==> config.mk <==
export PLATFORM = sky130hd
export DESIGN_NAME = rvnoob_axi_master_flat
export DESIGN_NICKNAME = d
export VERILOG_FILES = /design/src/rtl/rvnoob_axi_pkg.sv /design/src/rtl/rvnoob_axi_master_if.sv /design/src/rtl/rvnoob_axi_master.sv /design/src/flat_wrapper.sv
export SDC_FILE = /design/constraint.sdc
export NUM_CORES = 1
export LEC_CHECK = 0
export ABC_AREA = 1
export CAP_MARGIN = 20
export CORE_AREA = 5 5 174 176
export CTS_BUF_LIST = sky130_fd_sc_hd__clkbuf_4
export CTS_CLUSTER_SIZE = 20
export DETAILED_ROUTE_END_ITERATION = 12
export DIE_AREA = 0 0 179 181
export DONT_BUFFER_PORTS = 1
export HOLD_SLACK_MARGIN = 0.12
export SLEW_MARGIN = 20
export SYNTH_ARGS = -nofsm -noshare
export SYNTH_HDL_FRONTEND = slang
export SYNTH_SLANG_ARGS = --single-unit
==> constraint.sdc <==
create_clock -name M_AXI_ACLK -period 1.75 [get_ports M_AXI_ACLK]
set_input_delay 0.4375 -clock M_AXI_ACLK [delete_from_list [all_inputs] [get_ports M_AXI_ACLK]]
set_output_delay 0.4375 -clock M_AXI_ACLK [all_outputs]
set_load 0.01 [all_outputs]
==> src/rtl/rvnoob_axi_pkg.sv <==
// Shared definitions for the rvnoob AXI4 master, slave memory and arbiter:
// bridge FSM states plus AXI burst and response encodings.
package rvnoob_axi_pkg;

  typedef enum logic [2:0] {
    ST_IDLE    = 3'd0,
    ST_RD_ADDR = 3'd1,
    ST_RD_DATA = 3'd2,
    ST_WR_XFER = 3'd3,
    ST_WR_RESP = 3'd4
  } axi_state_e;

  localparam logic [1:0] BURST_FIXED = 2'b00;
  localparam logic [1:0] BURST_INCR  = 2'b01;
  localparam logic [1:0] BURST_WRAP  = 2'b10;

  localparam logic [1:0] RESP_OKAY   = 2'b00;
  localparam logic [1:0] RESP_EXOKAY = 2'b01;
  localparam logic [1:0] RESP_SLVERR = 2'b10;
  localparam logic [1:0] RESP_DECERR = 2'b11;

endpackage

==> src/rtl/rvnoob_axi_master_if.sv <==
// AXI4 five-channel bundle between the rvnoob master bridge and its slave.
// Handshake: a beat transfers on a rising clock edge where VALID and READY are
// both high; once raised, VALID and its payload hold until that edge.
interface rvnoob_axi_master_if #(
  parameter int ID_W   = 4,
  parameter int DATA_W = 64,
  parameter int ADDR_W = 32
);
  logic              awvalid, awready;
  logic [ID_W-1:0]   awid;
  logic [ADDR_W-1:0] awaddr;
  logic [7:0]        awlen;
  logic [2:0]        awsize;
  logic [1:0]        awburst;

  logic                wvalid, wready;
  logic [DATA_W-1:0]   wdata;
  logic [DATA_W/8-1:0] wstrb;
  logic                wlast;

  logic            bvalid, bready;
  logic [ID_W-1:0] bid;
  logic [1:0]      bresp;

  logic              arvalid, arready;
  logic [ID_W-1:0]   arid;
  logic [ADDR_W-1:0] araddr;
  logic [7:0]        arlen;
  logic [2:0]        arsize;
  logic [1:0]        arburst;

  logic              rvalid, rready;
  logic [ID_W-1:0]   rid;
  logic [DATA_W-1:0] rdata;
  logic [1:0]        rresp;
  logic              rlast;

  modport master (
    output awvalid, awid, awaddr, awlen, awsize, awburst, input awready,
    output wvalid, wdata, wstrb, wlast, input wready,
    input  bvalid, bid, bresp, output bready,
    output arvalid, arid, araddr, arlen, arsize, arburst, input arready,
    input  rvalid, rid, rdata, rresp, rlast, output rready
  );

  modport slave (
    input  awvalid, awid, awaddr, awlen, awsize, awburst, output awready,
    input  wvalid, wdata, wstrb, wlast, output wready,
    output bvalid, bid, bresp, input bready,
    input  arvalid, arid, araddr, arlen, arsize, arburst, output arready,
    output rvalid, rid, rdata, rresp, rlast, input rready
  );
endinterface

==> src/rtl/rvnoob_axi_master.sv <==
// Bridges the core request/stream interface to single-outstanding AXI4 INCR
// bursts; beat counting and protocol checking live inline with the FSM.
module rvnoob_axi_master
  import rvnoob_axi_pkg::*;
#(
  parameter int                          C_M_AXI_ID_WIDTH   = 4,
  parameter int                          C_M_AXI_DATA_WIDTH = 64,
  parameter int                          C_M_AXI_ADDR_WIDTH = 32,
  parameter logic [C_M_AXI_ID_WIDTH-1:0] C_M_AXI_ID         = '0
) (
  input  logic                            M_AXI_ACLK,
  input  logic                            M_AXI_ARESETN,
  input  logic                            req_valid_i,
  output logic                            req_ready_o,
  input  logic                            req_write_i,
  input  logic [C_M_AXI_ADDR_WIDTH-1:0]   req_addr_i,
  input  logic [7:0]                      req_len_i,
  input  logic [2:0]                      req_size_i,
  input  logic                            wd_valid_i,
  output logic                            wd_ready_o,
  input  logic [C_M_AXI_DATA_WIDTH-1:0]   wd_data_i,
  input  logic [C_M_AXI_DATA_WIDTH/8-1:0] wd_strb_i,
  output logic                            rd_valid_o,
  input  logic                            rd_ready_i,
  output logic [C_M_AXI_DATA_WIDTH-1:0]   rd_data_o,
  output logic [1:0]                      rd_resp_o,
  output logic                            rd_last_o,
  output logic                            wr_done_o,
  output logic [1:0]                      wr_resp_o,
  output logic                            proto_err_o,
  output axi_state_e                      state_o,
  rvnoob_axi_master_if.master             m_axi
);

  axi_state_e                    state_q, state_d;
  logic [C_M_AXI_ADDR_WIDTH-1:0] addr_q, addr_d;
  logic [7:0]                    len_q, len_d;
  logic [7:0]                    cnt_q, cnt_d;
  logic [2:0]                    size_q, size_d;
  logic                          aw_done_q, aw_done_d;
  logic                          w_done_q, w_done_d;
  logic                          wr_done_q, wr_done_d;
  logic [1:0]                    wr_resp_q, wr_resp_d;
  logic                          proto_err_q, proto_err_d;
  logic                          cnt_last, aw_hs, w_hs, r_hs;

  // One counter serves both directions; w_done_q marks the final W beat so
  // len=255 never needs a ninth counter bit.
  assign cnt_last = (cnt_q == len_q);

  always_ff @(posedge M_AXI_ACLK or negedge M_AXI_ARESETN) begin
    if (!M_AXI_ARESETN) begin
      state_q     <= ST_IDLE;
      addr_q      <= '0;
      len_q       <= '0;
      cnt_q       <= '0;
      size_q      <= '0;
      aw_done_q   <= 1'b0;
      w_done_q    <= 1'b0;
      wr_done_q   <= 1'b0;
      wr_resp_q   <= RESP_OKAY;
      proto_err_q <= 1'b0;
    end else begin
      state_q     <= state_d;
      addr_q      <= addr_d;
      len_q       <= len_d;
      cnt_q       <= cnt_d;
      size_q      <= size_d;
      aw_done_q   <= aw_done_d;
      w_done_q    <= w_done_d;
      wr_done_q   <= wr_done_d;
      wr_resp_q   <= wr_resp_d;
      proto_err_q <= proto_err_d;
    end
  end

  always_comb begin
    state_d       = state_q;
    addr_d        = addr_q;
    len_d         = len_q;
    cnt_d         = cnt_q;
    size_d        = size_q;
    aw_done_d     = aw_done_q;
    w_done_d      = w_done_q;
    wr_done_d     = 1'b0;
    wr_resp_d     = wr_resp_q;
    proto_err_d   = proto_err_q;
    req_ready_o   = 1'b0;
    rd_valid_o    = 1'b0;
    rd_last_o     = 1'b0;
    wd_ready_o    = 1'b0;
    m_axi.arvalid = 1'b0;
    m_axi.rready  = 1'b0;
    m_axi.awvalid = 1'b0;
    m_axi.wvalid  = 1'b0;
    m_axi.wlast   = 1'b0;
    m_axi.bready  = 1'b0;
    aw_hs         = 1'b0;
    w_hs          = 1'b0;
    r_hs          = 1'b0;

    case (state_q)
      ST_IDLE: begin
        req_ready_o = M_AXI_ARESETN;
        if (req_valid_i) begin
          addr_d    = req_addr_i;
          len_d     = req_len_i;
          size_d    = req_size_i;
          cnt_d     = '0;
          aw_done_d = 1'b0;
          w_done_d  = 1'b0;
          state_d   = req_write_i ? ST_WR_XFER : ST_RD_ADDR;
        end
      end
      ST_RD_ADDR: begin
        m_axi.arvalid = 1'b1;
        if (m_axi.arready) state_d = ST_RD_DATA;
      end
      ST_RD_DATA: begin
        m_axi.rready = rd_ready_i;
        rd_valid_o   = m_axi.rvalid;
        rd_last_o    = cnt_last;
        r_hs         = m_axi.rvalid && rd_ready_i;
        if (r_hs) begin
          // The counter ends the burst; a disagreeing RLAST is only flagged.
          if (m_axi.rlast != cnt_last) proto_err_d = 1'b1;
          if (cnt_last) state_d = ST_IDLE;
          else          cnt_d   = cnt_q + 8'd1;
        end
      end
      ST_WR_XFER: begin
        m_axi.awvalid = !aw_done_q;
        m_axi.wvalid  = wd_valid_i && !w_done_q;
        m_axi.wlast   = cnt_last;
        wd_ready_o    = m_axi.wready && !w_done_q;
        aw_hs         = !aw_done_q && m_axi.awready;
        w_hs          = wd_valid_i && m_axi.wready && !w_done_q;
        if (aw_hs) aw_done_d = 1'b1;
        if (w_hs) begin
          if (cnt_last) w_done_d = 1'b1;
          else          cnt_d    = cnt_q + 8'd1;
        end
        if ((aw_done_q || aw_hs) && (w_done_q || (w_hs && cnt_last))) state_d = ST_WR_RESP;
      end
      ST_WR_RESP: begin
        m_axi.bready = 1'b1;
        if (m_axi.bvalid) begin
          wr_done_d = 1'b1;
          wr_resp_d = m_axi.bresp;
          if (m_axi.bid != C_M_AXI_ID) proto_err_d = 1'b1;
          state_d   = ST_IDLE;
        end
      end
      default: state_d = ST_IDLE;
    endcase
  end

  assign m_axi.arid    = C_M_AXI_ID;
  assign m_axi.araddr  = addr_q;
  assign m_axi.arlen   = len_q;
  assign m_axi.arsize  = size_q;
  assign m_axi.arburst = BURST_INCR;
  assign m_axi.awid    = C_M_AXI_ID;
  assign m_axi.awaddr  = addr_q;
  assign m_axi.awlen   = len_q;
  assign m_axi.awsize  = size_q;
  assign m_axi.awburst = BURST_INCR;
  assign m_axi.wdata   = wd_data_i;
  assign m_axi.wstrb   = wd_strb_i;

  assign rd_data_o   = m_axi.rdata;
  assign rd_resp_o   = m_axi.rresp;
  assign wr_done_o   = wr_done_q;
  assign wr_resp_o   = wr_resp_q;
  assign proto_err_o = proto_err_q;
  assign state_o     = state_q;

endmodule

==> src/flat_wrapper.sv <==
// flat-port wrapper written by rule: the top's interface ports become plain ports
module rvnoob_axi_master_flat import rvnoob_axi_pkg::*;
#(
  parameter int                          C_M_AXI_ID_WIDTH   = 4,
  parameter int                          C_M_AXI_DATA_WIDTH = 64,
  parameter int                          C_M_AXI_ADDR_WIDTH = 32,
  parameter logic [C_M_AXI_ID_WIDTH-1:0] C_M_AXI_ID         = '0
)
  (M_AXI_ACLK, M_AXI_ARESETN, req_valid_i, req_ready_o, req_write_i, req_addr_i, req_len_i, req_size_i, wd_valid_i, wd_ready_o, wd_data_i, wd_strb_i, rd_valid_o, rd_ready_i, rd_data_o, rd_resp_o, rd_last_o, wr_done_o, wr_resp_o, proto_err_o, state_o, m_axi_awvalid, m_axi_awid, m_axi_awaddr, m_axi_awlen, m_axi_awsize, m_axi_awburst, m_axi_awready, m_axi_wvalid, m_axi_wdata, m_axi_wstrb, m_axi_wlast, m_axi_wready, m_axi_bvalid, m_axi_bid, m_axi_bresp, m_axi_bready, m_axi_arvalid, m_axi_arid, m_axi_araddr, m_axi_arlen, m_axi_arsize, m_axi_arburst, m_axi_arready, m_axi_rvalid, m_axi_rid, m_axi_rdata, m_axi_rresp, m_axi_rlast, m_axi_rready);
  rvnoob_axi_master_if #(.ID_W((4)), .DATA_W((64)), .ADDR_W((32))) m_axi_i ();
  input  logic M_AXI_ACLK;
  input  logic M_AXI_ARESETN;
  input  logic req_valid_i;
  output logic req_ready_o;
  input  logic req_write_i;
  input  logic [C_M_AXI_ADDR_WIDTH-1:0] req_addr_i;
  input  logic [7:0] req_len_i;
  input  logic [2:0] req_size_i;
  input  logic wd_valid_i;
  output logic wd_ready_o;
  input  logic [C_M_AXI_DATA_WIDTH-1:0] wd_data_i;
  input  logic [C_M_AXI_DATA_WIDTH/8-1:0] wd_strb_i;
  output logic rd_valid_o;
  input  logic rd_ready_i;
  output logic [C_M_AXI_DATA_WIDTH-1:0] rd_data_o;
  output logic [1:0] rd_resp_o;
  output logic rd_last_o;
  output logic wr_done_o;
  output logic [1:0] wr_resp_o;
  output logic proto_err_o;
  output axi_state_e state_o;
  output wire logic [$bits(m_axi_i.awvalid)-1:0] m_axi_awvalid;
  output wire logic [$bits(m_axi_i.awid)-1:0] m_axi_awid;
  output wire logic [$bits(m_axi_i.awaddr)-1:0] m_axi_awaddr;
  output wire logic [$bits(m_axi_i.awlen)-1:0] m_axi_awlen;
  output wire logic [$bits(m_axi_i.awsize)-1:0] m_axi_awsize;
  output wire logic [$bits(m_axi_i.awburst)-1:0] m_axi_awburst;
  input wire logic [$bits(m_axi_i.awready)-1:0] m_axi_awready;
  output wire logic [$bits(m_axi_i.wvalid)-1:0] m_axi_wvalid;
  output wire logic [$bits(m_axi_i.wdata)-1:0] m_axi_wdata;
  output wire logic [$bits(m_axi_i.wstrb)-1:0] m_axi_wstrb;
  output wire logic [$bits(m_axi_i.wlast)-1:0] m_axi_wlast;
  input wire logic [$bits(m_axi_i.wready)-1:0] m_axi_wready;
  input wire logic [$bits(m_axi_i.bvalid)-1:0] m_axi_bvalid;
  input wire logic [$bits(m_axi_i.bid)-1:0] m_axi_bid;
  input wire logic [$bits(m_axi_i.bresp)-1:0] m_axi_bresp;
  output wire logic [$bits(m_axi_i.bready)-1:0] m_axi_bready;
  output wire logic [$bits(m_axi_i.arvalid)-1:0] m_axi_arvalid;
  output wire logic [$bits(m_axi_i.arid)-1:0] m_axi_arid;
  output wire logic [$bits(m_axi_i.araddr)-1:0] m_axi_araddr;
  output wire logic [$bits(m_axi_i.arlen)-1:0] m_axi_arlen;
  output wire logic [$bits(m_axi_i.arsize)-1:0] m_axi_arsize;
  output wire logic [$bits(m_axi_i.arburst)-1:0] m_axi_arburst;
  input wire logic [$bits(m_axi_i.arready)-1:0] m_axi_arready;
  input wire logic [$bits(m_axi_i.rvalid)-1:0] m_axi_rvalid;
  input wire logic [$bits(m_axi_i.rid)-1:0] m_axi_rid;
  input wire logic [$bits(m_axi_i.rdata)-1:0] m_axi_rdata;
  input wire logic [$bits(m_axi_i.rresp)-1:0] m_axi_rresp;
  input wire logic [$bits(m_axi_i.rlast)-1:0] m_axi_rlast;
  output wire logic [$bits(m_axi_i.rready)-1:0] m_axi_rready;
  assign m_axi_awvalid = m_axi_i.awvalid;
  assign m_axi_awid = m_axi_i.awid;
  assign m_axi_awaddr = m_axi_i.awaddr;
  assign m_axi_awlen = m_axi_i.awlen;
  assign m_axi_awsize = m_axi_i.awsize;
  assign m_axi_awburst = m_axi_i.awburst;
  assign m_axi_i.awready = m_axi_awready;
  assign m_axi_wvalid = m_axi_i.wvalid;
  assign m_axi_wdata = m_axi_i.wdata;
  assign m_axi_wstrb = m_axi_i.wstrb;
  assign m_axi_wlast = m_axi_i.wlast;
  assign m_axi_i.wready = m_axi_wready;
  assign m_axi_i.bvalid = m_axi_bvalid;
  assign m_axi_i.bid = m_axi_bid;
  assign m_axi_i.bresp = m_axi_bresp;
  assign m_axi_bready = m_axi_i.bready;
  assign m_axi_arvalid = m_axi_i.arvalid;
  assign m_axi_arid = m_axi_i.arid;
  assign m_axi_araddr = m_axi_i.araddr;
  assign m_axi_arlen = m_axi_i.arlen;
  assign m_axi_arsize = m_axi_i.arsize;
  assign m_axi_arburst = m_axi_i.arburst;
  assign m_axi_i.arready = m_axi_arready;
  assign m_axi_i.rvalid = m_axi_rvalid;
  assign m_axi_i.rid = m_axi_rid;
  assign m_axi_i.rdata = m_axi_rdata;
  assign m_axi_i.rresp = m_axi_rresp;
  assign m_axi_i.rlast = m_axi_rlast;
  assign m_axi_rready = m_axi_i.rready;
  rvnoob_axi_master #(.C_M_AXI_ID_WIDTH(C_M_AXI_ID_WIDTH), .C_M_AXI_DATA_WIDTH(C_M_AXI_DATA_WIDTH), .C_M_AXI_ADDR_WIDTH(C_M_AXI_ADDR_WIDTH), .C_M_AXI_ID(C_M_AXI_ID)) u_core (.M_AXI_ACLK(M_AXI_ACLK), .M_AXI_ARESETN(M_AXI_ARESETN), .req_valid_i(req_valid_i), .req_ready_o(req_ready_o), .req_write_i(req_write_i), .req_addr_i(req_addr_i), .req_len_i(req_len_i), .req_size_i(req_size_i), .wd_valid_i(wd_valid_i), .wd_ready_o(wd_ready_o), .wd_data_i(wd_data_i), .wd_strb_i(wd_strb_i), .rd_valid_o(rd_valid_o), .rd_ready_i(rd_ready_i), .rd_data_o(rd_data_o), .rd_resp_o(rd_resp_o), .rd_last_o(rd_last_o), .wr_done_o(wr_done_o), .wr_resp_o(wr_resp_o), .proto_err_o(proto_err_o), .state_o(state_o), .m_axi(m_axi_i));
endmodule
==> summary.txt, run 1 <==
Num CTS Buffers -> 9
Max Cap Violations -> 0
Crit path arrival time -> 1.62 ns
# rows -> 62
fin crit period -> 2.06 ns
synthesis-stage register bit count -> 60
Vias -> 2973
fin crit share -> 1.18
Main synth FF type -> dfrtp_1
largest net degree at the start of global routing -> 61
Design Power -> 7.60 mW
Cell Area, Synth -> 4290 um^2
Port Buffers -> 0
Final Max Tran Viols -> 0
CP Launch Type -> flip-flop
Post-Synth XOR/XNOR Area -> 0.0143
Final setup viols -> 17
kind of critical path -> flip-flop to output port
Longest Clk Path Bufs -> 2
Post-Synth Adder-Cell Area -> 0.00292
VDD IR max -> 0.000836 V
Synth Area in Compound Gates -> 0.0222
number of H-tree levels -> 3
share of layout cells above drive strength 1 -> 0.257
clock sink total -> 60
grt ovf -> 0
Final ANT Viol Nets -> 0
WHS -> 0.170 ns
Worst-path clk slew -> 0.15 ns
sequential share of the synthesized area -> 0.350
Post-synth ARST share -> 1.00
Initial Utilization -> 0.151
DRC violations left -> 0
Die Width -> 179 um
outcome -> complete, but fails checks
Hold Crit Class -> input pin to flip-flop
core area -> 28500 um^2
Post-synth EDFFs -> 0
Pre-Repair DR Iteration Count -> 4
CTS root buffer -> clkbuf_4
fmax -> 486 MHz
Final nets -> 682
Req. time, crit path -> 1.31 ns
Avg Vias per Cell -> 3.41
syn avg cell area -> 7.80 um^2
die area -> 32400 um^2
endpoint class of the critical path -> output port
FF-to-FF Start -> u_core.state_o[0]$_DFFE_PN0P_
unrepaired setup endpoints after global routing -> yes
vias in the first global route -> 3026
Final Hold Vio Count -> 0
pwr/cell area -> 1640 nW/um^2
multiplexer share of the synthesized area -> 0
IO Count -> 456
Syn Inst Count -> 550
area grow syn2layout -> 8.22%
area share of and/or/nand/nor cells after synthesis -> 0.230
critical-path maximum fanout -> 5
initial antenna violation count -> 2
routed len/inst -> 17.9 um
failing checks -> setup timing
YS warnings -> 0
drt initial violations -> 101
Final Skew -> 0.0382 ns
Die Height -> 181 um
dpl ws -> 0.0335 ns
GPL Wtd Cong -> 0.790
final wirelength -> 15600 um
main combinational cell family by area after synthesis -> buffers and inverters
count of cell types in the netlist -> 29
CP Launch Point -> u_core.cnt_q[5]$_DFFE_PN0P_
cell leakage power -> 2.19 nW
CTS tree -> done
Worst-Skew Late Latency -> 0.46 ns
Final HPWL DP -> 11800 um
setup ws final -> -0.307 ns
GRT Total Usage -> 0.0909
HP Start -> m_axi_rlast
first-pass GRT wire length -> 20800 um
[synthesized netlist by cell type, types with 3 or more instances]
library cell  number  area [um^2]
dfrtp_1           60         1500
buf_2              7         35.0
buf_4            193         1450
nand2_4            3         33.8
nor2_1            16         60.1
xor2_1             4         35.0
inv_2              5         18.8
inv_1             24         90.1
a21oi_1            4         20.0
o21ai_0            6         30.0
nor3_1             5         25.0
xnor2_1            3         26.3
nand4_1            4         25.0
nand3_1           13         65.1
nand2_1          178          668
nor2_4             5         56.3
[sequential cells by signal, summed over array words and instances, names as in the netlist]
| name | count |
|---|---|
| u_core.m_axi.arsize | 3 |
| u_core.aw_done_q | 1 |
| u_core.m_axi.arlen | 8 |
| u_core.cnt_q | 8 |
| u_core.proto_err_o | 1 |
| u_core.m_axi.araddr | 32 |
| u_core.wr_resp_o | 2 |
| u_core.w_done_q | 1 |
| u_core.wr_done_o | 1 |
| u_core.state_o | 3 |
[final timing paths]
check / endpoint / slack (ns) / cells past startpoint
worst max-delay path: rd_last_o / -0.31 / 8
worst min-delay path: u_core.proto_err_o$_DFFE_PN0P_ / 0.17 / 3
worst max register to register: u_core.state_o[2]$_DFFE_PN0P_ / -0.08 / 11
worst min register to register: u_core.aw_done_q$_DFFE_PN0P_ / 0.57 / 2
max in group asynchronous: u_core.cnt_q[3]$_DFFE_PN0P_ / 0.88 / 2
min in group asynchronous: u_core.wr_resp_o[1]$_DFFE_PN0P_ / 0.52 / 2
[cells by family (layout without fill, tap and decap cells)]
| group | after synthesis | count (layout) |
|---|---|---|
| AOI/OAI and AO/OA | 16 | 16 |
| buffers and inverters | 233 | 155 |
| adders and majority gates | 1 | 1 |
| other | 2 | 16 |
| and+or+nand+nor | 231 | 232 |
| xor gates and xnor gates | 7 | 7 |
| DFF | 60 | 60 |
[worst max-delay path: stages, from the launching register on]
cell	delay (ns)
dfrtp_1	0.41
inv_1	0.08
nand2_1	0.06
nand2_2	0.05
nand2_2	0.08
nor2_4	0.15
nand2_4	0.12
nor2_4	0.10
buf_6	0.12
[per-stage QoR]
step                instance area, um^2  cells  utilization  setup TNS, ns
floorplan                          4330    560            -              0
global placement                   3640    782        0.128              0
detailed placement                 3640    782        0.128              0
CTS                                4450    857        0.156          -2.17
global route                       4640    870        0.163          -4.60
finish                             4640    871        0.163          -2.07
[per-layer routing]
metal / global-route usage / routed length (um) / vias up
li1: - / - / 1339
met1: 0.0751 / 4920 / 1324
met2: 0.159 / 7790 / 243
met3: 0.0612 / 2090 / 67
met4: 0.0522 / 766 / 0
met5: 0 / 0 / -
[cells in the final DEF (no fill, tap or decap), types with 9 or more instances in the layout]
cell / instances
nand2_1: 171
dfrtp_1: 59
dlygate4sd3_1: 47
buf_4: 45
inv_1: 22
nor2_4: 13
nand3_1: 12
conb_1: 12
buf_6: 12
nor2_1: 9
clkbuf_4: 9
[what timing repair did]
action / in CTS / in global routing
endpoints found under the setup margin: 10 / 26
endpoints found under the hold margin: 106 / 0
buffers inserted: 11 / 11
pin swaps: 8 / 10
hold buffers: 48 / 0
cloned: 0 / 1
gates resized for setup: 30 / 27
[cell type report]
cell class                      count  area, um^2
Inverter                           31         134
Fill cell                        3218       23800
Multi-Input combinational cell    268        1370
Sequential cell                    60        1500
Tap cell                          384         480
Clock buffer                        9        67.6
Clock inverter                      7        51.3
Timing Repair Buffer              108        1030
Antenna cell                        4        10.0
[power breakdown]
part           leakage [nW]  internal (mW)  total [mW]  switching [mW]
Clock                0.0623          0.294       0.921           0.626
Sequential            0.754           1.96        2.98            1.02
Combinational          1.37           1.51        3.70            2.19
Total                  2.19           3.76        7.60            3.84
Note: power is estimated with default switching activity, not from simulation.
==> inputs of run 2 (changes only) <==
--- a/config.mk
+++ b/config.mk
@@ -14,7 +14,6 @@
 export DIE_AREA = 0 0 179 181
 export DONT_BUFFER_PORTS = 1
 export HOLD_SLACK_MARGIN = 0.12
-export SLEW_MARGIN = 20
 export SYNTH_ARGS = -nofsm -noshare
 export SYNTH_HDL_FRONTEND = slang
 export SYNTH_SLANG_ARGS = --single-unit
==> results of run 2 <==
The final DEF is identical to that of run 1; final timing and power are the same.
==> inputs of run 3 (changes only) <==
--- a/config.mk
+++ b/config.mk
@@ -5,13 +5,12 @@
 export SDC_FILE = /design/constraint.sdc
 export NUM_CORES = 1
 export LEC_CHECK = 0
-export ABC_AREA = 1
 export CAP_MARGIN = 20
-export CORE_AREA = 5 5 174 176
+export CORE_AREA = 5 5 173 175
 export CTS_BUF_LIST = sky130_fd_sc_hd__clkbuf_4
 export CTS_CLUSTER_SIZE = 20
 export DETAILED_ROUTE_END_ITERATION = 12
-export DIE_AREA = 0 0 179 181
+export DIE_AREA = 0 0 178 180
 export DONT_BUFFER_PORTS = 1
 export HOLD_SLACK_MARGIN = 0.12
 export SYNTH_ARGS = -nofsm -noshare
==> run 3 against run 2 <==
The flow still finishes with violations (setup timing). Cell area is 3.2% higher. Area after synthesis is 1.1% lower. Final cell count is 5.5% lower. Non-clock buffer count is 4 higher. First-iteration DRC count is 23% lower. Wire length is 5.5% lower. Critical path depth is 3 lower. Register-to-register slack hardly changed. Sequential power hardly changed. Worst setup slack worse by 0.099 ns.
==> summary.txt, run 3 <==
Port Buffers -> 0 (unchanged)
HP Start -> req_len_i[5]
WHS -> 0.161 ns (-0.00907 ns)
Final ANT Viol Nets -> 0 (unchanged)
Cell Area, Synth -> 4240 um^2 (-1.1%)
Initial Utilization -> 0.150 (-0.000898)
met2 GRT Util -> 0.138 (-0.0212)
number of H-tree levels -> 3 (unchanged)
die area -> 32000 um^2 (-1.1%)
IO Count -> 456 (unchanged)
dpl ws -> -0.104 ns (-0.137 ns)
Cells after DPL -> 732 (-6.4%)
# fillers -> 3128 (-2.8%)
Main synth FF type -> dfrtp_1
fin crit share -> 1.23 (+0.0565)
reg2reg path depth -> 7 (-4)
Seq. cell area -> 1500 um^2 (unchanged)
core area -> 28300 um^2 (-0.54%)
Syn Inst Count -> 507 (-7.8%)
Vias -> 2839 (-4.5%)
initial antenna violation count -> 2 (unchanged)
Pre-Repair DR Iteration Count -> 4 (unchanged)
vias in the first global route -> 2887 (-4.6%)
Final nets -> 637 (-6.6%)
Final Skew -> 0.0346 ns (-0.00362 ns)
grt peak-use layer -> met2
critical-path maximum fanout -> 2 (-3)
Num CTS Buffers -> 9 (unchanged)
Final Hold Vio Count -> 0 (unchanged)
cell leakage power -> 2.20 nW (+0.40%)
Die Height -> 180 um (-0.55%)
Die Width -> 178 um (-0.56%)
Worst-path clk slew -> 0.13 ns (-0.02 ns)
commonest cells after routing, fill and taps aside -> 144 x nand2_1, 59 x dfrtp_1, 50 x buf_4
final wirelength -> 14700 um (-5.5%)
CTS root buffer -> clkbuf_4
most common cell after layout, fill and taps aside -> nand2_1
GRT Total Usage -> 0.0836 (-0.00734)
failing checks -> setup timing
Max stage delay cell, worst path -> dfrtp_1
met1 GRT Util -> 0.0804 (+0.00532)
Hold Crit Class -> input pin to flip-flop
Final Max Tran Viols -> 0 (unchanged)
setup ws final -> -0.406 ns (-0.0989 ns)
DRC violations left -> 0 (unchanged)
grt ovf -> 0 (unchanged)
Total Neg Setup Slack -> -2.71 ns (-0.632 ns)
hold endpoint -> u_core.m_axi.arlen[5]$_DFFE_PN0P_
endpoint class of the critical path -> output port
Design Power -> 8.16 mW (+7.4%)
Crit path arrival time -> 1.72 ns (+0.10 ns)
Longest Clk Path Bufs -> 2 (unchanged)
Post-synth EDFFs -> 0 (unchanged)
unrepaired setup endpoints after global routing -> yes
Cells on Worst Hold Path -> 2 (-1)
CP Launch Type -> flip-flop
fmax -> 464 MHz (-4.6%)
kind of critical path -> flip-flop to output port
Post-synth ARST share -> 1.00 (unchanged)
Max Cap Violations -> 0 (unchanged)
worst path cell trace -> xor2_1 > nor4_2 > buf_4 > nand3_4 > nor2_4
share of layout cells above drive strength 1 -> 0.297 (+0.0401)
# rows -> 62 (unchanged)
Avg Vias per Cell -> 3.45 (+1.1%)
synthesis-stage register bit count -> 60 (unchanged)
routed len/inst -> 17.9 um (about the same)
syn avg cell area -> 8.37 um^2 (+7.2%)
drt initial violations -> 78 (-23%)
Worst-Skew Late Latency -> 0.44 ns (-0.02 ns)
pwr/cell area -> 1700 nW/um^2 (+4.1%)
count of cell types in the netlist -> 47 (+62%)
r2r endpoint -> u_core.cnt_q[7]$_DFFE_PN0P_
count leader, synth -> buf_4
largest net degree at the start of global routing -> 61 (unchanged)
Finished Layout Cells -> 823 (-5.5%)
top-area cell type share of the netlist area -> 0.354 (+0.00403)
CP max stage delay -> 0.44 ns (+0.03 ns)
first-pass GRT wire length -> 19500 um (-6.0%)
GPL Wtd Cong -> 0.751 (-5.0%)
ranking of synthesized cells by area -> dfrtp_1 35%, buf_4 34%, nand2_1 13%
cell taking the most area after synthesis -> dfrtp_1
clock sink total -> 60 (unchanged)
Final setup viols -> 19 (+2)
area grow syn2layout -> 12.9%
max reg flops -> 32 (unchanged)
synth cell count leaders -> 193 x buf_4, 147 x nand2_1, 60 x dfrtp_1
Reg2Reg Setup Slack -> -0.08 ns (about the same)
area occupied by multi-input gates -> 1490 um^2 (+8.8%)
Final HPWL DP -> 9870 um (-16%)
sequential share of the synthesized area -> 0.354 (+0.00403)
fin crit period -> 2.16 ns (+0.0989 ns)
outcome -> complete, but fails checks
CTS tree -> done
VDD IR max -> 0.000398 V (-52%)
FF-to-FF Start -> u_core.state_o[0]$_DFFE_PN0P_
Req. time, crit path -> 1.31 ns (about the same)
met3 Use GR -> 0.0429 (-0.0184)
YS warnings -> 0 (unchanged)
==> run 3: cell count changes after synthesis, sizes merged, moves of 4 or more <==
cell and delta:
o21ai -5, nand2b +7, nand2 -36, mux2i +4, xor2 +5, inv -27
and2 +4, nor2 -15, nand3 -4
==> run 3: power breakdown <==
part	internal, mW	total (mW)	leakage [nW]	switching, mW
logic	1.91	3.95	1.36	2.03
registers	1.97	3.00	0.756	1.03
clock network	0.595	1.21	0.0826	0.616
==> run 3: area by class of cell <==
type / count / share of cell area
Sequential cell: 60 / 0.314
Multi-Input combinational cell: 246 / 0.310
Timing Repair Buffer: 112 / 0.236
Tap cell: 384 / 0.100
Clock inverter: 6 / 0.0185
Clock buffer: 10 / 0.0157
Inverter: 4 / 0.00444
Antenna cell: 1 / 0.000522
==> run 3: routing by layer <==
| layer | part of all wire | vias up | wire length [um] |
|---|---|---|---|
| met5 | 0.00075 | - | 11 |
| met4 | 0.050 | 2 | 733 |
| met3 | 0.11 | 76 | 1670 |
| met2 | 0.49 | 202 | 7270 |
| met1 | 0.34 | 1314 | 5020 |
| li1 | - | 1245 | - |
==> run 3: worst max-delay path by stage <==
stage | startpoint | end | slack [ns] | cells after the start
after floorplan | u_core.m_axi.arlen[5]$_DFFE_PN0P_ | m_axi_wlast | -0.02 | 5
after global placement | u_core.m_axi.arlen[1]$_DFFE_PN0P_ | rd_last_o | -0.12 | 5
after detailed placement | u_core.m_axi.arlen[1]$_DFFE_PN0P_ | rd_last_o | -0.10 | 5
after CTS | u_core.cnt_q[6]$_DFFE_PN0P_ | rd_last_o | -0.47 | 5
after global routing | u_core.cnt_q[6]$_DFFE_PN0P_ | rd_last_o | -0.55 | 5
final | u_core.m_axi.arlen[4]$_DFFE_PN0P_ | m_axi_wlast | -0.41 | 5
==> run 3: kinds of logic after synthesis <==
| logic type | synth area share |
|---|---|
| other cells | 0.00177 |
| mux | 0.0147 |
| flops | 0.354 |
| fa+ha+maj | 0.00295 |
| simple gates | 0.211 |
| buf+inv | 0.362 |
| xor+xnor | 0.0186 |
| compound gates | 0.0348 |
==> run 3: per-stage QoR <==
stage                util  area [um^2]
floorplan               -         4290
global placement    0.127         3590
detailed placement  0.127         3590
CTS                 0.162         4580
global route        0.169         4790
finish              0.169         4790
==> run 3: what timing repair did <==
item / 4_1_cts / 5_1_grt
hold buffers: 44 / 0
pin swaps: 19 / 10
endpoints found under the setup margin: 21 / 26
hold endpoints to repair: 102 / 0
resized for setup: 42 / 20
cloned: 1 / 2
setup buffers: 20 / 9
==> run 3: critical path, delay by kind of cell, from the launching register on <==
kind,cells,cell delay [ns]
buffers and inverters,1,0.19
DFF,1,0.44
xor gates and xnor gates,1,0.17
and+or+nand+nor,3,0.50
